File: config.mk
export PLATFORM = sky130hd
export DESIGN_NAME = mux4_rr_arbiter
export DESIGN_NICKNAME = d
export VERILOG_FILES = /design/src/rtl/mux_arb_pkg.sv /design/src/rtl/rr_pick.sv /design/src/rtl/mux4_rr_arbiter.sv
export SDC_FILE = /design/constraint.sdc
export NUM_CORES = 1
export LEC_CHECK = 0
export CORE_ASPECT_RATIO = 1.1
export CORE_MARGIN = 3
export CORE_UTILIZATION = 35
export DETAILED_ROUTE_END_ITERATION = 8
export PLACE_DENSITY_LB_ADDON = 0.1
export SYNTH_ARGS = -nofsm -noshare
export SYNTH_HDL_FRONTEND = slang
export SYNTH_SLANG_ARGS = --single-unit
File: constraint.sdc
create_clock -name clk -period 2.3 [get_ports clk]
set_input_delay 0.46 -clock clk [delete_from_list [all_inputs] [get_ports clk]]
set_output_delay 0.46 -clock clk [all_outputs]
set_load 0.05 [all_outputs]
File: src/rtl/mux_arb_pkg.sv
`default_nettype none
// ============================================================================
// Module   : mux_arb_pkg
// Purpose  : Shared sizes, state encoding and mux select codes for the
//            mux4 round-robin arbiter.
// Revision : 1.0 - initial release
// ============================================================================
package mux_arb_pkg;

    localparam int NUM_REQ = 4;
    localparam int SEL_W   = 2;

    typedef enum logic [0:0] {
        IDLE  = 1'b0,
        GRANT = 1'b1
    } state_t;

    localparam logic [SEL_W-1:0] SEL_A = 2'b00;
    localparam logic [SEL_W-1:0] SEL_B = 2'b01;
    localparam logic [SEL_W-1:0] SEL_C = 2'b10;
    localparam logic [SEL_W-1:0] SEL_D = 2'b11;

    function automatic logic [NUM_REQ-1:0] sel_onehot(input logic [SEL_W-1:0] s);
        return NUM_REQ'(1) << s;
    endfunction

endpackage
`default_nettype wire

File: src/rtl/rr_pick.sv
`default_nettype none
// ============================================================================
// Module   : rr_pick
// Purpose  : Combinational rotating priority encoder; the scan starts one
//            past ptr and wraps, first set request wins.
// Revision : 1.0 - initial release
// ============================================================================
module rr_pick
    import mux_arb_pkg::*;
(
    input  logic [NUM_REQ-1:0] req,
    input  logic [SEL_W-1:0]   ptr,
    output logic               found,
    output logic [SEL_W-1:0]   idx
);

    always_comb begin
        logic [SEL_W-1:0] cand;
        found = 1'b0;
        idx   = '0;
        cand  = '0;
        // i == NUM_REQ wraps back onto ptr itself, so the last owner is lowest priority
        for (int i = 1; i <= NUM_REQ; i++) begin
            cand = ptr + SEL_W'(i);
            if (!found && req[cand]) begin
                found = 1'b1;
                idx   = cand;
            end
        end
    end

endmodule
`default_nettype wire

File: src/rtl/mux4_rr_arbiter.sv
`default_nettype none
// ============================================================================
// Module   : mux4_rr_arbiter
// Purpose  : Round-robin arbiter with bounded bursts driving mux4to1 selects.
//            Optional macro MUX4_RR_ARBITER_PRIO0_EN gives requester 0 fixed
//            priority at every arbitration point.
// Revision : 1.0 - initial release
// ============================================================================
module mux4_rr_arbiter
    import mux_arb_pkg::*;
#(
    parameter int BURST_MAX = 4,
    parameter int CNT_W     = 4
)
(
    input  logic               clk,
    input  logic               rst,
    input  logic [NUM_REQ-1:0] req,
    output logic [NUM_REQ-1:0] grant,
    output logic               sel0,
    output logic               sel1,
    output logic               busy,
    output logic [CNT_W-1:0]   beat_cnt
);

    state_t             r_state;
    state_t             w_state_nxt;
    logic [SEL_W-1:0]   r_ptr;
    logic [SEL_W-1:0]   w_ptr_nxt;
    logic [SEL_W-1:0]   r_sel;
    logic [SEL_W-1:0]   w_sel_nxt;
    logic [NUM_REQ-1:0] r_grant;
    logic [NUM_REQ-1:0] w_grant_nxt;
    logic [CNT_W-1:0]   r_beat;
    logic [CNT_W-1:0]   w_beat_nxt;

    logic               w_found;
    logic [SEL_W-1:0]   w_pick_idx;
    logic [SEL_W-1:0]   w_win_idx;
    logic               w_release;
    logic               w_take;

    rr_pick u_rr_pick (
        .req   (req),
        .ptr   (r_ptr),
        .found (w_found),
        .idx   (w_pick_idx)
    );

`ifdef MUX4_RR_ARBITER_PRIO0_EN
    assign w_win_idx = req[0] ? SEL_A : w_pick_idx;
`else
    assign w_win_idx = w_pick_idx;
`endif

    // While granted, r_sel is the owner index
    assign w_release = (r_state == GRANT) &&
                       (!req[r_sel] || (r_beat == CNT_W'(BURST_MAX)));
    assign w_take    = w_found && ((r_state == IDLE) || w_release);

    always_comb begin
        w_state_nxt = r_state;
        w_ptr_nxt   = r_ptr;
        w_sel_nxt   = r_sel;
        w_grant_nxt = r_grant;
        w_beat_nxt  = r_beat;
        if (w_take) begin
            w_state_nxt = GRANT;
            w_ptr_nxt   = w_win_idx;
            w_sel_nxt   = w_win_idx;
            w_grant_nxt = sel_onehot(w_win_idx);
            w_beat_nxt  = CNT_W'(1);
        end else if (r_state == GRANT) begin
            if (w_release) begin
                w_state_nxt = IDLE;
                w_grant_nxt = '0;
                w_beat_nxt  = '0;
            end else begin
                w_beat_nxt  = r_beat + CNT_W'(1);
            end
        end else begin
            w_state_nxt = IDLE;
            w_grant_nxt = '0;
            w_beat_nxt  = '0;
        end
    end

    always_ff @(posedge clk) begin
        if (rst) begin
            r_state <= IDLE;
            r_ptr   <= SEL_D;
            r_sel   <= SEL_A;
            r_grant <= '0;
            r_beat  <= '0;
        end else begin
            r_state <= w_state_nxt;
            r_ptr   <= w_ptr_nxt;
            r_sel   <= w_sel_nxt;
            r_grant <= w_grant_nxt;
            r_beat  <= w_beat_nxt;
        end
    end

    assign grant    = r_grant;
    assign sel0     = r_sel[1];
    assign sel1     = r_sel[0];
    assign busy     = (r_state == GRANT);
    assign beat_cnt = r_beat;

endmodule
`default_nettype wire

After elaboration in Yosys (flattened, before gate mapping)
Index checks and enable logic that the tools add are counted.
{"block": "totals", "inputBits": 6, "word_cells": 58, "ff_bits": 13, "out_inout_bits": 11}
{"block": "op_classes", "n_addsub": 4, "n_shift": 1, "n_bitwise": 1, "mux": 27, "reduce_logical": 12, "eq_ne": 2, "magnitude_cmp": 5}
{"op": "$lt A2 B3 Y1 const B", "count": 5}
{"op": "$mux W1", "count": 15}
{"op": "$mux W4", "count": 3}
{"op": "$bmux W1 S2", "count": 5}
{"op": "$mux W2", "count": 4}
{"op": "$logic_and A1 B1 Y1", "count": 5}
{"op": "$add A2 B2 Y2 const B", "count": 2}
{"op": "$add A4 B1 Y4 const B", "count": 1}
{"op": "$eq A4 B3 Y1 const B", "count": 1}
{"op": "$logic_not A1 Y1", "count": 4}
{"op": "$reduce_or A4 Y1", "count": 1}
{"op": "$shl A1 B2 Y4 const A", "count": 1}
{"op": "$ne A3 B1 Y1 const B", "count": 1}
{"op": "$add A2 B1 Y2 const B", "count": 1}
{"op": "$logic_or A1 B1 Y1", "count": 2}
{"op": "$not A1 Y1", "count": 1}

Depth between registers and ports, before layout
{"block": "depth", "depth_word": 15, "ltp_mapped": 7, "ltp_nobuf": 6}

By module
A second synthesis with hierarchy kept.
{"block": "hier_totals", "hier_cells": 73, "hier_area_um2": 700.7}
{"module": "mux4_rr_arbiter", "instances": 1, "seq_area_each_um2": 260.2, "cells_each": 59, "area_per_inst_um2": 609.3}
{"module": "rr_pick", "instances": 1, "seq_area_each_um2": 0.0, "cells_each": 14, "area_per_inst_um2": 91.3}

Worst setup path before layout
OpenSTA, ideal clock, no wires.
{"block": "synth_path", "path_kind": "reg2reg", "startpoint": "register r_sel[0]", "endpoint": "register r_sel[0]", "required_ps": 2221, "setup_ps": 79, "t_arrival_ps": 1767, "stages_incl_launch_ff": 6, "synth_period_minus_slack_ps": 1847, "path_slack_ps": 453, "path_buffers": 1, "path_cell_list": "dfxtp_1 > mux4_2 > o211ai_2 > buf_6 > a21oi_1 > a211oi_2"}
{"block": "synth_between", "elab_chain_cells": 7}
{"element": "start: declaration", "line_no": "mux4_rr_arbiter.sv:30", "text": "logic [SEL_W-1:0] r_sel;"}
{"element": "start signal: assignment", "line_no": "mux4_rr_arbiter.sv:98", "text": "r_sel <= w_sel_nxt;"}
{"element": "$bmux W1 S2", "line_no": "mux4_rr_arbiter.sv:58", "text": "(!req[r_sel] || (r_beat == CNT_W'(BURST_MAX)));"}
{"element": "$mux W1 (not written as such)", "line_no": "mux4_rr_arbiter.sv:58"}
{"element": "$logic_not A1 Y1", "line_no": "mux4_rr_arbiter.sv:58"}
{"element": "$logic_or A1 B1 Y1", "line_no": "mux4_rr_arbiter.sv:58"}
{"element": "$logic_and A1 B1 Y1", "line_no": "mux4_rr_arbiter.sv:57", "text": "assign w_release = (r_state == GRANT) &&"}
{"element": "$logic_or A1 B1 Y1", "line_no": "mux4_rr_arbiter.sv:59", "text": "assign w_take = w_found && ((r_state == IDLE) || w_release);"}
{"element": "$logic_and A1 B1 Y1", "line_no": "mux4_rr_arbiter.sv:59"}
No other way between the ends. The select of a mux whose other input is x is not followed.
A chain may end at the register's enable or synchronous reset.

Worst setup path in the final report
{"block": "layout_path", "startpoint": "register r_beat[3], in the netlist beat_cnt[3]", "endpoint": "output port beat_cnt[3]"}
{"element": "start: declaration", "line_no": "mux4_rr_arbiter.sv:34", "text": "logic [CNT_W-1:0] r_beat;"}
{"element": "start signal: assignment", "line_no": "mux4_rr_arbiter.sv:100", "text": "r_beat <= w_beat_nxt;"}
{"element": "end: declaration", "line_no": "mux4_rr_arbiter.sv:23", "text": "output logic [CNT_W-1:0] beat_cnt"}
No word-level cell between the ends.

==> Flow_metrics.wiki <==
{| class="wikitable"
! Metric !! Value
|-
| Sequential group share of total power || 0.438
|-
| Max Clock Skew || 0.00176 ns
|-
| Internal power || 0.396 mW
|-
| Final number of max-transition violations || 0
|-
| Setup Buffers After CTS || 0
|-
| Layout overhead on the synthesized area || 37.6%
|-
| Initial standard-cell utilization of the core || 0.395
|-
| Worst path cell trace || clkdlybuf4s50_1
|-
| Setup slack of the critical path after layout || approximately 0.34 ns
|-
| Die Ht || a little over 50 um
|-
| Post-placement setup slack || 0.0738 ns
|-
| Routed length per instance || 12.7 um
|-
| Post-layout min period || 1.96 ns
|-
| Detailed-route via count || 603
|-
| Fraction of the cycle the final worst path needs || 0.854
|-
| Fmax || between 500 and 600 MHz
|-
| Total Wirelength || 1400 um
|-
| Endpoint arrival time on the critical path || 1.50 ns
|-
| Number of instances resized during post-cts repair || 0
|-
| Largest fanout on the critical path || 4
|-
| Yosys top cell area share || 0.399
|-
| CP endpoint kind || output pin
|-
| Total length of routed met3 wires || around 85 um
|-
| I/O pins || 17
|-
| Row Count || 15
|-
| Placed wire-length estimate after detailed placement || between 1000 and 1500 um
|-
| Flip-flop and latch count after synthesis || 13
|-
| Die ar. || 2420 um2
|-
| Summed instance area of the synthesized netlist || 652 um2
|-
| Clock network fraction of total power || 0.230
|-
| TritonRoute pass-1 iters || 4
|-
| Maximum single-stage delay on the critical path || 0.83 ns
|-
| RSZ-0062 raised after global routing || false
|-
| Total of buffers placed on input and output ports || 16
|-
| Power density of the placed cells || 673 nW/um2
|-
| Hold Crit Class || flop to flop
|-
| Post-detailed-route DRC marker count || 0
|-
| Placed standard-cell area || 871 um2
|-
| Initial antenna violation count || 0
|-
| CTS Sinks || 13
|-
| Utilization of the core after routing || 0.543
|-
| Post-layout instance area || 897 um2
|-
| Met2 wire length || 640 um
|-
| Average cell area after synthesis || 9.59 um2
|-
| H-Tree Level Count || 1
|-
| CTS tree || built
|-
| Worst relative slew slack || 0.667
|-
| FFs w/ async S/R, synth || 0
|-
| Leak || 0.350 nW
|-
| Final hold violation count || 0
|-
| Final Setup Violations || 0
|-
| Top routing layer in use || met4
|-
| Switch Pwr || approximately 0.21 mW
|-
| CTS buffer count || 3
|-
| Number of buffers and inverters on the critical path || 1
|-
| Number of nets produced by synthesis || 76
|-
| Fill cell total of the finished layout || between 150 and 200
|-
| Count of synthesis-stage warnings from yosys || 0
|-
| MaxCap Viol Count || 0
|-
| Peak VDD IR || 0.358 mV
|-
| Post-CTS Hold Fix Bufs || 0
|-
| Clock insertion delay at the later pin of the skew report || 0.27 ns
|-
| Top library cells by usage in the layout, fill and taps aside || sky130_fd_sc_hd__clkdlybuf4s50_1 (16), sky130_fd_sc_hd__dfxtp_1 (13), sky130_fd_sc_hd__buf_4 (7), sky130_fd_sc_hd__nor2_1 (5), sky130_fd_sc_hd__a21oi_1 (5)
|-
| Pin count of the biggest net entering global routing || 12
|-
| Clock tree root driver cell || sky130_fd_sc_hd__clkbuf_4
|-
| Area contributors post-synth || sky130_fd_sc_hd__dfxtp_1 (40%), sky130_fd_sc_hd__a21oi_1 (3.8%), sky130_fd_sc_hd__ha_1 (3.8%)
|-
| Global placement routability congestion || 0.786
|-
| Congestion Overflow GR || 0
|-
| Number of enable flip-flop cells after synthesis || 0
|-
| Post-layout nets || between 100 and 150
|-
| Wire length on met1 || 656 um
|-
| Clock transition time at the flip-flop clock pins of the worst setup and hold paths || 0.08 ns
|-
| Number of global-route vias before repair || 574
|-
| Number of distinct standard cells referenced by the synthesized netlist || 32
|-
| Area of the core || 1650 um2
|-
| Final sum of negative setup slack || 0 ns
|-
| Number of standard cells after synthesis || 68
|-
| Setup CP Type || flop to output pin
|-
| Largest delay contributor family on the critical path || buffers and inverters
|-
| Count of antenna diodes in the layout || 0
|-
| Post-route antenna net violation count || 0
|-
| Most common library cell in the layout ignoring fill and taps || sky130_fd_sc_hd__clkdlybuf4s50_1
|-
| Chip width || 47.2 um
|-
| Per-cell via count in the routed design || 5.48
|-
| Ratio of cells with drive above 1 in the final layout || 0.194
|-
| Slowest CP cell || sky130_fd_sc_hd__clkdlybuf4s50_1
|-
| Combinational power share || 0.331
|-
| Sequential share of the synthesized area || 0.399
|-
| Global Route Usage Sum || 0.141
|-
| Req. time, crit path || ~1.8 ns
|-
| Cell taking the most area after synthesis || sky130_fd_sc_hd__dfxtp_1
|-
| Switching Fraction || 0.344
|-
| Slew @ Worst Pin || 0.499 ns
|-
| Critical path launch point type || flop
|-
| Run status || finished, final reports clean
|-
| Bufs on Longest Clock Path || 2
|-
| Global-route wire length before repair || 2500 um
|-
| Top FF cell, synth || sky130_fd_sc_hd__dfxtp_1
|-
| Starting DRC count in detailed routing || 3
|}
layout make-up:
type / instances / area (um2) / area share
well taps: 17 / 21.3 / 0.0237
flip-flops and latches: 13 / 260 / 0.290
clock buffers: 4 / 26.3 / 0.0293
repair buffers: 23 / 213 / 0.237
inverters: 4 / 15.0 / 0.0167
multi-input cells: 49 / 362 / 0.403
path summary, 6_finish.rpt:
check | start | end | slack [ns] | cells after the start
setup / recovery | beat_cnt[3] | beat_cnt[3] | 0.34 | 1
hold reg to reg | grant[3] | grant[3] | 0.49 | 2
hold / removal | grant[3] | grant[3] | 0.49 | 2
setup reg to reg | r_sel[0] | grant[1] | 0.60 | 4
worst reg2reg max path: stages (launching register included):
cell,delay (ns)
sky130_fd_sc_hd__dfxtp_1,0.38
sky130_fd_sc_hd__mux4_2,0.54
sky130_fd_sc_hd__o211ai_2,0.20
sky130_fd_sc_hd__o21ai_0,0.25
sky130_fd_sc_hd__o41ai_2,0.24
logic make-up after synthesis:
logic type | count (synthesis) | synth area share
DFF | 13 | 0.399
AOI/OAI and AO/OA | 21 | 0.253
muxes | 2 | 0.0499
buffers and inverters | 6 | 0.0461
adders and majority gates | 2 | 0.0384
and+or+nand+nor | 22 | 0.186
xor gates and xnor gates | 2 | 0.0269
synth_stat cells, drive strengths merged (2+ instances only):
| master | instances |
|---|---|
| a211oi | 2 |
| a21oi | 5 |
| dfxtp | 13 |
| ha | 2 |
| inv | 4 |
| nand2 | 4 |
| nand2b | 2 |
| nand3b | 2 |
| nor2 | 5 |
| nor3 | 4 |
| nor3b | 3 |
| o21ai | 3 |
power groups by stage:
stage	Combinational [mW]	Sequential, mW	Clock, mW
floorplan	0.0782	0.321	0
global placement	0.200	0.270	0
detailed placement	0.201	0.270	0
CTS	0.202	0.265	0.143
global route	0.218	0.268	0.152
finish	0.200	0.265	0.139
sequential cells by signal, indices dropped and copies added (netlist names):
signal    cells
r_ptr         2
beat_cnt      4
busy          1
grant         4
r_sel         2
routing by layer:
layer  up-vias  global-route usage
li1        304                   -
met2        21               0.210
met5         -                   0
met3         2              0.0282
met4         0              0.0553
met1       276               0.196
stage by stage:
step	instances	hold WS [ns]	power (mW)
2_1_floorplan	68	0.513	0.399
3_3_place_gp	106	0.482	0.470
3_5_place_dp	106	0.481	0.470
4_1_cts	110	0.493	0.609
5_1_grt	110	0.510	0.638
6_report	110	0.490	0.604
No activity file was read; power rests on OpenSTA's default activity.
